<file path="src/rtl/puf_parallel_sampler.sv">
// ============================================================================
// Module   : puf_parallel_sampler
// Purpose  : Majority-vote sampler for a parallel array of race-arbiter PUFs.
// Optional : PUF_SAMPLER_STABILITY_EN adds per-channel disagreement flags.
// Revision : 1.0
// ============================================================================
`default_nettype none

module puf_parallel_sampler #(
    parameter int NUM_CH     = 8,
    parameter int CHAL_W     = 8,
    parameter int EN_W       = 32,
    parameter int SETTLE_CYC = 4,
    parameter int VOTE_N     = 3
) (
    input  logic              clock,
    input  logic              reset,
    input  logic              start,
    input  logic [CHAL_W-1:0] challenge,
    input  logic [EN_W-1:0]   enable,
    output logic              busy,
    output logic [CHAL_W-1:0] puf_challenge,
    output logic [EN_W-1:0]   puf_enable,
    output logic              race_go,
    input  logic [NUM_CH-1:0] arb_in,
    output logic [NUM_CH-1:0] resp,
    output logic              resp_valid,
    input  logic              resp_ready,
    output logic [NUM_CH-1:0] unstable
);

    localparam int CNT_W = $clog2(VOTE_N + 1);
    localparam int SET_W = $clog2(SETTLE_CYC + 1);

    localparam logic [CNT_W-1:0] VOTE_LAST   = CNT_W'(VOTE_N - 1);
    localparam logic [CNT_W-1:0] VOTE_HALF   = CNT_W'(VOTE_N / 2);
    localparam logic [SET_W-1:0] SETTLE_LAST = SET_W'(SETTLE_CYC - 1);

    localparam logic [2:0] S_IDLE   = 3'd0;
    localparam logic [2:0] S_ARM    = 3'd1;
    localparam logic [2:0] S_SETTLE = 3'd2;
    localparam logic [2:0] S_SAMPLE = 3'd3;
    localparam logic [2:0] S_DONE   = 3'd4;

    if ((VOTE_N < 1) || ((VOTE_N % 2) == 0)) begin : g_bad_vote_n
        $error("puf_parallel_sampler: VOTE_N must be odd and >= 1");
    end
    if (SETTLE_CYC < 1) begin : g_bad_settle
        $error("puf_parallel_sampler: SETTLE_CYC must be >= 1");
    end

    logic [2:0]        state_q, state_d;
    logic [CHAL_W-1:0] chal_q, chal_d;
    logic [EN_W-1:0]   en_q, en_d;
    logic [CNT_W-1:0]  cnt_q [NUM_CH];
    logic [CNT_W-1:0]  cnt_d [NUM_CH];
    logic [CNT_W-1:0]  round_q, round_d;
    logic [SET_W-1:0]  settle_q, settle_d;
    logic [NUM_CH-1:0] resp_q, resp_d;
    logic              valid_q, valid_d;
    logic              last_round;

    assign last_round = (round_q == VOTE_LAST);

    always_ff @(posedge clock) begin
        if (!reset) begin
            state_q <= S_IDLE;
        end else begin
            state_q <= state_d;
        end
    end

    always_comb begin
        state_d = state_q;
        case (state_q)
            S_IDLE:   if (start) state_d = S_ARM;
            S_ARM:    state_d = S_SETTLE;
            S_SETTLE: if (settle_q == SETTLE_LAST) state_d = S_SAMPLE;
            S_SAMPLE: state_d = last_round ? S_DONE : S_ARM;
            S_DONE:   if (resp_ready) state_d = S_IDLE;
            default:  state_d = S_IDLE;
        endcase
    end

    always_comb begin
        busy    = (state_q != S_IDLE);
        race_go = (state_q == S_SETTLE) || (state_q == S_SAMPLE);
    end

    // Responses are decided from the post-increment counts so they land on DONE entry.
    always_comb begin
        chal_d   = chal_q;
        en_d     = en_q;
        cnt_d    = cnt_q;
        round_d  = round_q;
        settle_d = settle_q;
        resp_d   = resp_q;
        valid_d  = valid_q;
        case (state_q)
            S_IDLE: begin
                if (start) begin
                    chal_d  = challenge;
                    en_d    = enable;
                    round_d = '0;
                    for (int i = 0; i < NUM_CH; i++) begin
                        cnt_d[i] = '0;
                    end
                end
            end
            S_ARM:    settle_d = '0;
            S_SETTLE: settle_d = settle_q + SET_W'(1);
            S_SAMPLE: begin
                round_d = round_q + CNT_W'(1);
                for (int i = 0; i < NUM_CH; i++) begin
                    cnt_d[i] = cnt_q[i] + CNT_W'(arb_in[i]);
                end
                if (last_round) begin
                    valid_d = 1'b1;
                    for (int i = 0; i < NUM_CH; i++) begin
                        resp_d[i] = (cnt_d[i] > VOTE_HALF);
                    end
                end
            end
            S_DONE:   if (resp_ready) valid_d = 1'b0;
            default:  valid_d = 1'b0;
        endcase
    end

    always_ff @(posedge clock) begin
        if (!reset) begin
            chal_q   <= '0;
            en_q     <= '0;
            round_q  <= '0;
            settle_q <= '0;
            resp_q   <= '0;
            valid_q  <= 1'b0;
            for (int i = 0; i < NUM_CH; i++) begin
                cnt_q[i] <= '0;
            end
        end else begin
            chal_q   <= chal_d;
            en_q     <= en_d;
            round_q  <= round_d;
            settle_q <= settle_d;
            resp_q   <= resp_d;
            valid_q  <= valid_d;
            for (int i = 0; i < NUM_CH; i++) begin
                cnt_q[i] <= cnt_d[i];
            end
        end
    end

    assign puf_challenge = chal_q;
    assign puf_enable    = en_q;
    assign resp          = resp_q;
    assign resp_valid    = valid_q;

`ifdef PUF_SAMPLER_STABILITY_EN
    localparam logic [CNT_W-1:0] VOTE_MAX = CNT_W'(VOTE_N);

    logic [NUM_CH-1:0] unstable_q, unstable_d;

    // A channel is unstable when its votes were neither unanimous 0 nor unanimous 1.
    always_comb begin
        unstable_d = unstable_q;
        if ((state_q == S_SAMPLE) && last_round) begin
            for (int i = 0; i < NUM_CH; i++) begin
                unstable_d[i] = (cnt_d[i] != '0) && (cnt_d[i] != VOTE_MAX);
            end
        end
    end

    always_ff @(posedge clock) begin
        if (!reset) begin
            unstable_q <= '0;
        end else begin
            unstable_q <= unstable_d;
        end
    end

    assign unstable = unstable_q;
`else
    assign unstable = '0;
`endif

endmodule

`default_nettype wire

</file>
<file path="config.mk">
export PLATFORM = sky130hd
export DESIGN_NAME = puf_parallel_sampler
export DESIGN_NICKNAME = d
export VERILOG_FILES = /design/src/rtl/puf_parallel_sampler.sv
export SDC_FILE = /design/constraint.sdc
export NUM_CORES = 1
export LEC_CHECK = 0
export CAP_MARGIN = 20
export CORE_ASPECT_RATIO = 1.2
export CORE_MARGIN = 2
export CORE_UTILIZATION = 45
export CTS_BUF_LIST = sky130_fd_sc_hd__clkbuf_4
export DETAILED_ROUTE_END_ITERATION = 10
export GPL_TIMING_DRIVEN = 0
export PLACE_DENSITY = 0.81
export SKIP_CTS_REPAIR_TIMING = 1
export SYNTH_ARGS = -nofsm -noshare
export SYNTH_HDL_FRONTEND = slang
export SYNTH_SLANG_ARGS = --single-unit
</file>
<file path="constraint.sdc">
create_clock -name clock -period 4.9 [get_ports clock]
set_input_delay 0.49 -clock clock [delete_from_list [all_inputs] [get_ports clock]]
set_output_delay 0.49 -clock clock [all_outputs]
set_load 0.03 [all_outputs]
</file>
==> out/results.ini, run 1 <==
[global_route]
grt.total_usage = 0.199
met2_usage = 0.328
grt_pass1_wl_um = 11400
grt_pass1_vias = 2543
use_met3 = 0.0492
grt_start_max_net_pins = 12
grt_use_met1 = 0.235
gr-total-overflow = 0
busiest_layer = met2
antenna_found_initial = 0

[setup_path]
worstSetupPathType = reg -> out
r2r_start = state_q[0]
end_kind = primary output
path_cells = buf_2 > clkbuf_1 > nor2b_1 > clkdlybuf4s50_1
start_kind = flip-flop
crit_required_ps = 4410
critPathMaxStageDelay_ps = 710
r2r_setup_slack_ps = 3060
critPathMaxFanout = 10
worstPathArrival_ps = 2210
cp_slowest_cell = clkdlybuf4s50_1
reg2reg_to = puf_enable[2]
ff2ff_path_depth = 5

[timing]
fin_tns_setup_ps = 0
rsz0062_at_grt = false
slew_headroom = 0.439
max_freq_mhz = 370
finalSetupViolCount = 0
finalCritPeriodShare = 0.551
skew_ps = 10.1
setup_ws_ps = 2200
worstMarginPinSlew_ps = 830
hold_viol = 0
fin_crit_ps = 2700
slew_violations = 0

[detailed_routing]
drc_errors = 0
wl_um = 6890
first_iter_violations = 112
num_vias = 2742
wl_per_cell_um = 12.2
drtPass1Iterations = 4
via_per_inst = 4.86
ant_nets = 0

[floorplan]
pin_count = 111
start_util = 0.463
fp.coreArea_um2 = 6450
rows = 32
fp.dieW_um = 78.4
dieArea_um2 = 7310
die_h_um = 93.2

[logic_synthesis]
synth.distinct_cells = 35
synthesis.area_um2 = 2990
synth_seq_cells = 73
syn_inst = 354
syn_avg_cell_area_um2 = 8.44
yosysWarnings = 0
seq_area_frac_synth = 0.489

[clocking]
cts_tree = done
clkTransAtPathRegs_ps = 110
clockRootBuffer = clkbuf_4
clk_path_buf_depth = 2
cts_sinks = 73
clk_latency_ps = 400
cts_buffers = 9
ctsHtreeMaxLevel = 3

[finish]
syn_to_final_growth_pct = 42.9
drive_gt1_frac = 0.0731
nNetsFinal = 537
final_area_um2 = 4270
diodes = 0
utilization = 0.662
fin_cells = 564

[pwr]
peakVddDrop_mv = 0.193
p_leak_nw = 1.59
power.density_nw_per_um2 = 299

[placement]
port_buffers = 102
placed_cells = 548
place_congestion = 0.759
place_ws_ps = 2580
placed_cell_area_um2 = 4140
dp.final_hpwl_um = 5090

[outcome]
status = completed

[min_path]
min_to = puf_enable[13]
worstHoldPathCells = 2
hp-class = reg -> reg
hp-start = puf_enable[13]

[run]
cap_violations = 0

[how the worst max path moves through the flow]
stage / slack (ps) / depth (start not counted) / end / from
2_1_floorplan: 3160 / 3 / race_go / state_q[1]
3_3_place_gp: 2610 / 5 / puf_enable[5] / start
3_5_place_dp: 2580 / 5 / puf_enable[2] / start
4_1_cts: 2180 / 4 / race_go / state_q[1]
5_1_grt: 2100 / 4 / race_go / state_q[1]
6_report: 2200 / 4 / race_go / state_q[1]
[metal layers]
| metal | wire [um] | vias to the layer above |
|---|---|---|
| met4 | 171 | 0 |
| met5 | 0 | - |
| met1 | 2970 | 1220 |
| met3 | 467 | 12 |
| met2 | 3280 | 85 |
| li1 | - | 1425 |
[Yosys cell counts, drive strengths merged]
| library cell | number | area share |
|---|---|---|
| a211oi | 17 | 0.043 |
| a21o | 1 | 0.0025 |
| a21oi | 59 | 0.099 |
| a221oi | 1 | 0.0029 |
| a31oi | 1 | 0.0021 |
| and3b | 1 | 0.0029 |
| and4b | 1 | 0.0034 |
| buf | 20 | 0.044 |
| clkbuf | 15 | 0.019 |
| conb | 1 | 0.0013 |
| dfxtp | 73 | 0.49 |
| ha | 11 | 0.046 |
| inv | 4 | 0.0050 |
| mux2i | 1 | 0.0034 |
| nand2 | 94 | 0.12 |
| nand3 | 8 | 0.013 |
| nand3b | 1 | 0.0025 |
| nor2 | 14 | 0.018 |
| nor2b | 1 | 0.0021 |
| nor3 | 2 | 0.0034 |
| nor3b | 2 | 0.0050 |
| nor4b | 2 | 0.0059 |
| nor4bb | 1 | 0.0034 |
| o21a | 8 | 0.020 |
| o22a | 1 | 0.0029 |
| o22ai | 1 | 0.0021 |
| o31ai | 1 | 0.0025 |
| o32ai | 1 | 0.0029 |
| or3 | 1 | 0.0021 |
| or4b | 1 | 0.0034 |
| xnor2 | 9 | 0.026 |
[layout make-up]
cell class | instances | area, um2
Fill cell | 553 | 2180
Buffer | 35 | 189
Clock inverter | 5 | 46.3
Clock buffer | 11 | 82.6
Sequential cell | 73 | 1460
Timing Repair Buffer | 102 | 1020
Tap cell | 85 | 106
Inverter | 4 | 15.0
Multi-Input combinational cell | 249 | 1350
[kinds of logic after synthesis]
| logic type | count (synthesis) | synth area share |
|---|---|---|
| multiplexers | 1 | 0.00335 |
| adder cells (fa/ha/maj) | 11 | 0.0461 |
| buffers and inverters | 39 | 0.0683 |
| XOR/XNOR | 9 | 0.0264 |
| flip-flops | 73 | 0.489 |
| AND/OR/NAND/NOR | 129 | 0.186 |
| AO/OA/AOI/OAI | 91 | 0.180 |
| other | 1 | 0.00126 |
[sequential cells by signal, indices dropped and copies added (netlist names)]
register	count
puf_enable	32
cnt_q	16
puf_challenge	8
resp	8
settle_q	3
state_q	3
round_q	2
resp_valid	1
[layout by cell type, fill, tap and decap left out]
master           synthesis  routed
clkdlybuf4s50_1          0     102
nand2_1                 93      93
dfxtp_1                 73      73
a21oi_1                 59      59
a211oi_1                17      17
clkbuf_1                15      15
nor2_1                  14      14
ha_1                    11      11
clkbuf_4                 0      11
buf_2                   10      10
xnor2_1                  9       9
nand3_1                  8       8
o21a_1                   8       8
buf_4                    8       8
conb_1                   1       8
inv_1                    3       3
clkinv_1                 0       3
nor4b_1                  2       2
buf_6                    2       2
nor3_1                   2       2
nor3b_1                  2       2
nor2b_1                  1       1
or3_1                    1       1
or4b_1                   1       1
inv_2                    1       1
and3b_1                  1       1
nand3b_1                 1       1
and4b_1                  1       1
a31oi_1                  1       1
nand2_4                  1       1
o32ai_1                  1       1
a21o_1                   1       1
o31ai_1                  1       1
o22ai_1                  1       1
nor4bb_1                 1       1
a221oi_1                 1       1
mux2i_1                  1       1
o22a_1                   1       1
bufinv_16                0       1
clkinv_2                 0       1
[stage by stage]
stage	hold slack, ps	power (mW)
CTS	463	1.29
detailed placement	448	0.932
floorplan	444	0.810
finish	461	1.27
global route	477	1.34
global placement	440	0.928
[report_power, final]
group | leakage, nW | switching, mW | total, mW | internal [mW]
combinational | 0.922 | 0.158 | 0.281 | 0.123
sequential | 0.595 | 0.0142 | 0.636 | 0.622
clock | 0.0734 | 0.195 | 0.357 | 0.162
[critical path: cells and delay by family, from the launching register on]
family	cells	cell delay, ps
buffers and inverters	3	1240
DFF	1	320
and+or+nand+nor	1	240
No activity file was read; power rests on OpenSTA's default activity.
==> run 2: changes to the inputs <==
clock period = 2.72 ns   (was 4.9 ns; I/O delays follow)
==> results of run 2 <==
Same layout as run 1 (identical final DEF). Status: completed.
Main changes from that run: setup slack after placement 2580 ps -> 614 ps; setup slack after layout 2200 ps -> 238 ps; hold slack 461 ps -> 404 ps; register-to-register setup slack 3060 ps -> 880 ps; end point of the worst hold path puf_enable[13] -> puf_enable[23]; total power 1.27 mW -> 2.30 mW; worst IR drop on VDD 0.193 mV -> 0.348 mV
==> variant 1: new RTL, flow settings as in run 2 <==
`EN_W`: 32 -> 48.
--- a/src/rtl/puf_parallel_sampler.sv
+++ b/src/rtl/puf_parallel_sampler.sv
@@ -11,3 +11,3 @@
     parameter int CHAL_W     = 8,
-    parameter int EN_W       = 32,
+    parameter int EN_W       = 48,
     parameter int SETTLE_CYC = 4,
Interface: changed (resized enable and puf_enable); port bits go from 111 to 143. No check against the original RTL was run, so the function may have changed too.
==> variant 1 against run 2 <==
  * Routed wire length rose by 28%
  * Synthesized area grew 19%
  * Via count rose by 20%
  * Die area rose by 18%
  * Register-to-register slack improved by 0.30 ns
  * Total power is 25% higher
  * Design area rose by 22%
  * Setup slack better by 0.16 ns
  * Synthesized cell count up 19%
  * Sequential cell count up 16
  * Largest power group unchanged
==> variant 1: results (changes against run 2) <==
Parameter                              Value

Run status
  Status ... finished, final reports clean

GRT
  Met1 Resource Use GR ... 23.43% (-0.035 points)
  Vias in the first global route ... 3070 (+21%)
  Pin count of the biggest net entering global routing ... 15 (+3)

Final layout
  Final-layout fill cell count ... 629 (+14%)
  Fraction of final layout cells with drive strength greater than 1 ... 7.452% (+0.15 points)

Synthesis
  XOR/XNOR share of the synthesized area ... 2.216% (-0.42 points)
  Largest cells by area after synthesis ... sky130_fd_sc_hd__dfxtp_1 50%, sky130_fd_sc_hd__nand2_1 13%, sky130_fd_sc_hd__a21oi_1 11%
  Area fraction in compound gates after synthesis ... 17.66% (-0.31 points)
  Register area share after synthesis ... 50.09% (+1.2 points)
  Multiplexer share of the synthesized area ... 0.5628% (+0.23 points)
  Post-synthesis share of cell area spent on full adders, half adders and majority gates ... 3.869% (-0.74 points)

Power and ir drop
  Clk network pwr share ... 27.9% (about the same)
  Proportion of total power due to net switching ... 29.09% (+0.30 points)

Placed design
  Setup Slack @ Placement ... 0.7121 ns (+0.09798 ns)
  Placement-stage cell area ... 0.005040 mm2 (+22%)
  Last weighted congestion value of the routability-driven placer ... 0.7422 (-2.3%)
  Final HPWL from detailed placement ... 6760 um (+33%)
  Port Buffer Count ... 134 (+31%)

Clocking
  Insertion delay to the later sink of the worst-skew pair ... 0.42 ns (+0.02 ns)

Route
  Post-detailed-route wirelength per cell ... 13.21 um (+8.1%)
  Met3 wirelength from detailed routing ... 452 um (-3.2%)
  Detailed-routed wire length on met2 ... 4552 um (+39%)
  Routed metal-1 wire length ... 3560 um (+20%)

Min path
  Source of the worst hold timing path ... enable[0]

Critical path
  End of the worst register-to-register path ... round_q[1]
-- variant 1: changes by cell type after synthesis, moves of 4 or more --
cell,delta
sky130_fd_sc_hd__a21oi_1,+18
sky130_fd_sc_hd__buf_4,+5
sky130_fd_sc_hd__clkbuf_1,-4
sky130_fd_sc_hd__dfxtp_1,+16
sky130_fd_sc_hd__nand2_1,+30
-- variant 1: final cells by class --
type | count | area [um2] | share of cell area [%]
buffer | 38 | 239.0 | 4.604
clock inverter | 6 | 83.83 | 1.615
tap | 92 | 115.1 | 2.217
clock buffer | 9 | 67.56 | 1.302
timing repair buffer | 134 | 1341 | 25.84
multi-input combinational | 295 | 1540 | 29.67
sequential | 89 | 1782 | 34.32
inverter | 6 | 22.52 | 0.4338
-- variant 1: worst max path at each step --
stage	cells after the start	endpoint	start
final	3	busy	state_q[2]
after CTS	3	busy	state_q[2]
after detailed placement	5	puf_challenge[4]	reset
after floorplan	4	settle_q[0]	state_q[1]
after global placement	5	puf_challenge[4]	reset
after global routing	3	race_go	state_q[1]
==> variant 2: new RTL, flow settings as in run 2 <==
Without the edit above. Take the reset off `en_q` and load it in a clocked block of its own.
--- a/src/rtl/puf_parallel_sampler.sv
+++ b/src/rtl/puf_parallel_sampler.sv
@@ -131,3 +131,2 @@
             chal_q   <= '0;
-            en_q     <= '0;
             round_q  <= '0;
@@ -141,3 +140,2 @@
             chal_q   <= chal_d;
-            en_q     <= en_d;
             round_q  <= round_d;
@@ -150,2 +148,6 @@
         end
+    end
+
+    always_ff @(posedge clock) begin
+        en_q <= en_d;
     end
Function: changed (a bounded check fails within 4 cycles, from zero or initial values and one cycle with reset low).
==> variant 2 against run 2 <==
  * Hold slack got worse by 0.0074 ns
  * Sequential cell count unchanged
  * Count of clock-buffer cells in the layout decreased by 1
  * Register-to-register slack got worse by 0.33 ns
  * Total power decreased by 2.5%
  * First-iteration DRC count increased by 9.8%
  * Critical path depth unchanged
  * Clock power decreased by 9.5%
  * Setup slack improved by 0.033 ns
  * Combinational power decreased by 16%
  * Synthesized area decreased by 3.7%
  * Routed wire length decreased by 6.2%
  * Design area decreased by 2.9%
  * Critical path type unchanged
  * Largest cell class unchanged
==> variant 2: results (changes against run 2) <==
Parameter                              Value

Clocking
  Clock tree root buffer cell ... sky130_fd_sc_hd__clkbuf_4
  Clock-pin transition on the worst setup and hold timing paths ... 0.13 ns (+0.02 ns)
  Insertion delay to the later sink of the worst-skew pair ... 0.42 ns (+0.02 ns)
  CTS buffer count ... 9 (unchanged)
  Maximum level of the CTS H-tree ... 3 (unchanged)

Synthesis
  Largest cells by area after synthesis ... sky130_fd_sc_hd__edfxtp_1 33%, sky130_fd_sc_hd__dfxtp_1 29%, sky130_fd_sc_hd__ha_1 4.8%
  Most numerous cell types in the synthesized netlist ... 41 x sky130_fd_sc_hd__dfxtp_1, 32 x sky130_fd_sc_hd__edfxtp_1, 19 x sky130_fd_sc_hd__o21ai_0, 17 x sky130_fd_sc_hd__nand2_1, 13 x sky130_fd_sc_hd__nor2_1
  Area fraction in compound gates after synthesis ... 14.27% (-3.7 points)
  Unique cell type count in the Yosys netlist ... 37 (+5.7%)
  Count of flip-flops with a built-in enable after synthesis ... 32 (+32)
  Register area share after synthesis ... 61.94% (+13 points)
  Multiplexer share of the synthesized area ... 0.7395% (+0.40 points)
  Post-synthesis share of cell area spent on full adders, half adders and majority gates ... 4.785% (+0.18 points)
  Share of flip-flops with an asynchronous set or reset ... 0% (unchanged)
  XOR/XNOR share of the synthesized area ... 2.740% (+0.10 points)
  Most frequently used flop master after synthesis ... sky130_fd_sc_hd__dfxtp_1

GRT
  Global-route wire length before repair ... 10010 um (-12%)
  Vias in the first global route ... 2011 (-21%)
  Initial antenna violation count ... 0 (unchanged)
  Global-route usage over all layers ... 18.51% (-1.4 points)
  Pin count of the biggest net entering global routing ... 42 (+30)

Placed design
  Final HPWL from detailed placement ... 4883 um (-4.0%)
  Last weighted congestion value of the routability-driven placer ... 0.7956 (+4.8%)

Final layout
  Final #Nets ... 419 (-22%)
  Fraction of final layout cells with drive strength greater than 1 ... 8.864% (+1.6 points)

Critical path
  Crit path DAT ... 2.18 ns (-0.03 ns)

STA
  Worst max-slew margin expressed relative to the limit ... 42.38% (-1.5 points)
  Clock tree skew after final layout ... 0.01807 ns (+0.007946 ns)

Power and ir drop
  Switching power ... 636.3 uW (-3.8%)
  Leakage dissipation ... 1.589 nW (about the same)
  Maximum ir drop on the vdd rail ... 0.2758 mV (-21%)

Route
  Initial detailed-routing violation count ... 123 (+9.8%)
  Final routed wirelength across all metal layers ... 6464 um (-6.2%)
  Total via count in the routed design ... 2190 (-20%)

Run status
  Status ... finished, final reports clean

Min path
  Type of the tightest min-delay check ... in -> reg
==> variant 2: area by class of cell <==
class / instances / area (um2)
fill: 495 / 1982
timing repair buffer: 102 / 1021
clock buffer: 10 / 75.07
multi-input combinational: 136 / 953.4
clock inverter: 6 / 43.79
buffer: 23 / 127.6
tap: 82 / 102.6
sequential: 73 / 1782
inverter: 11 / 41.29
==> variant 2: stage by stage <==
stage	setup slack (ns)	power [mW]	util, %	cells	instance area [um2]
CTS	0.2525	2.248	67.66	443	4146
global route	0.1001	2.328	67.66	443	4146
floorplan	0.3587	1.483	-	243	2903
finish	0.2708	2.239	67.66	443	4146
global placement	-0.4442	1.675	65.70	427	4026
detailed placement	0.2747	1.682	65.72	427	4028
==> variant 2: power groups by stage <==
stage	Combinational [mW]	Clock (mW)	Sequential (mW)
floorplan	0.127	0	1.36
global placement	0.419	0	1.26
detailed placement	0.425	0	1.26
CTS	0.426	0.590	1.23
global route	0.449	0.640	1.24
finish	0.425	0.582	1.23
==> variant 2: final timing paths <==
path	from	to	slack (ns)	cells past startpoint
setup / recovery	state_q[1]	race_go	0.27	4
hold / removal	enable[2]	puf_enable[2]	0.40	1
setup reg to reg	state_q[0]	puf_enable[3]	0.55	3
hold reg to reg	puf_challenge[4]	puf_challenge[4]	0.47	2
==> variant 2: worst max-delay path, stage by stage, from the launching register on <==
cell	delay (ns)
sky130_fd_sc_hd__dfxtp_1	0.33
sky130_fd_sc_hd__buf_2	0.16
sky130_fd_sc_hd__clkbuf_1	0.36
sky130_fd_sc_hd__nor2b_1	0.23
sky130_fd_sc_hd__clkdlybuf4s50_1	0.69
==> variant 2: metal layers <==
metal | routed length, um | up-vias | share of wire, % | global-route usage, %
met3 | 458 | 11 | 7.1 | 4.473
met1 | 2956 | 1007 | 46 | 23.09
li1 | - | 1072 | - | -
met2 | 2926 | 100 | 45 | 30.12
met4 | 122 | 0 | 1.9 | 8.929
met5 | 0 | - | 0 | 0
==> variant 2: kinds of logic (layout without fill, tap and decap cells) <==
kind of cell,after synthesis,in the layout
buffers and inverters,34,152
flip-flops,73,73
AO/OA/AOI/OAI,54,54
XOR/XNOR,9,9
AND/OR/NAND/NOR,52,52
multiplexers,2,2
adder cells (fa/ha/maj),11,11
other,1,8
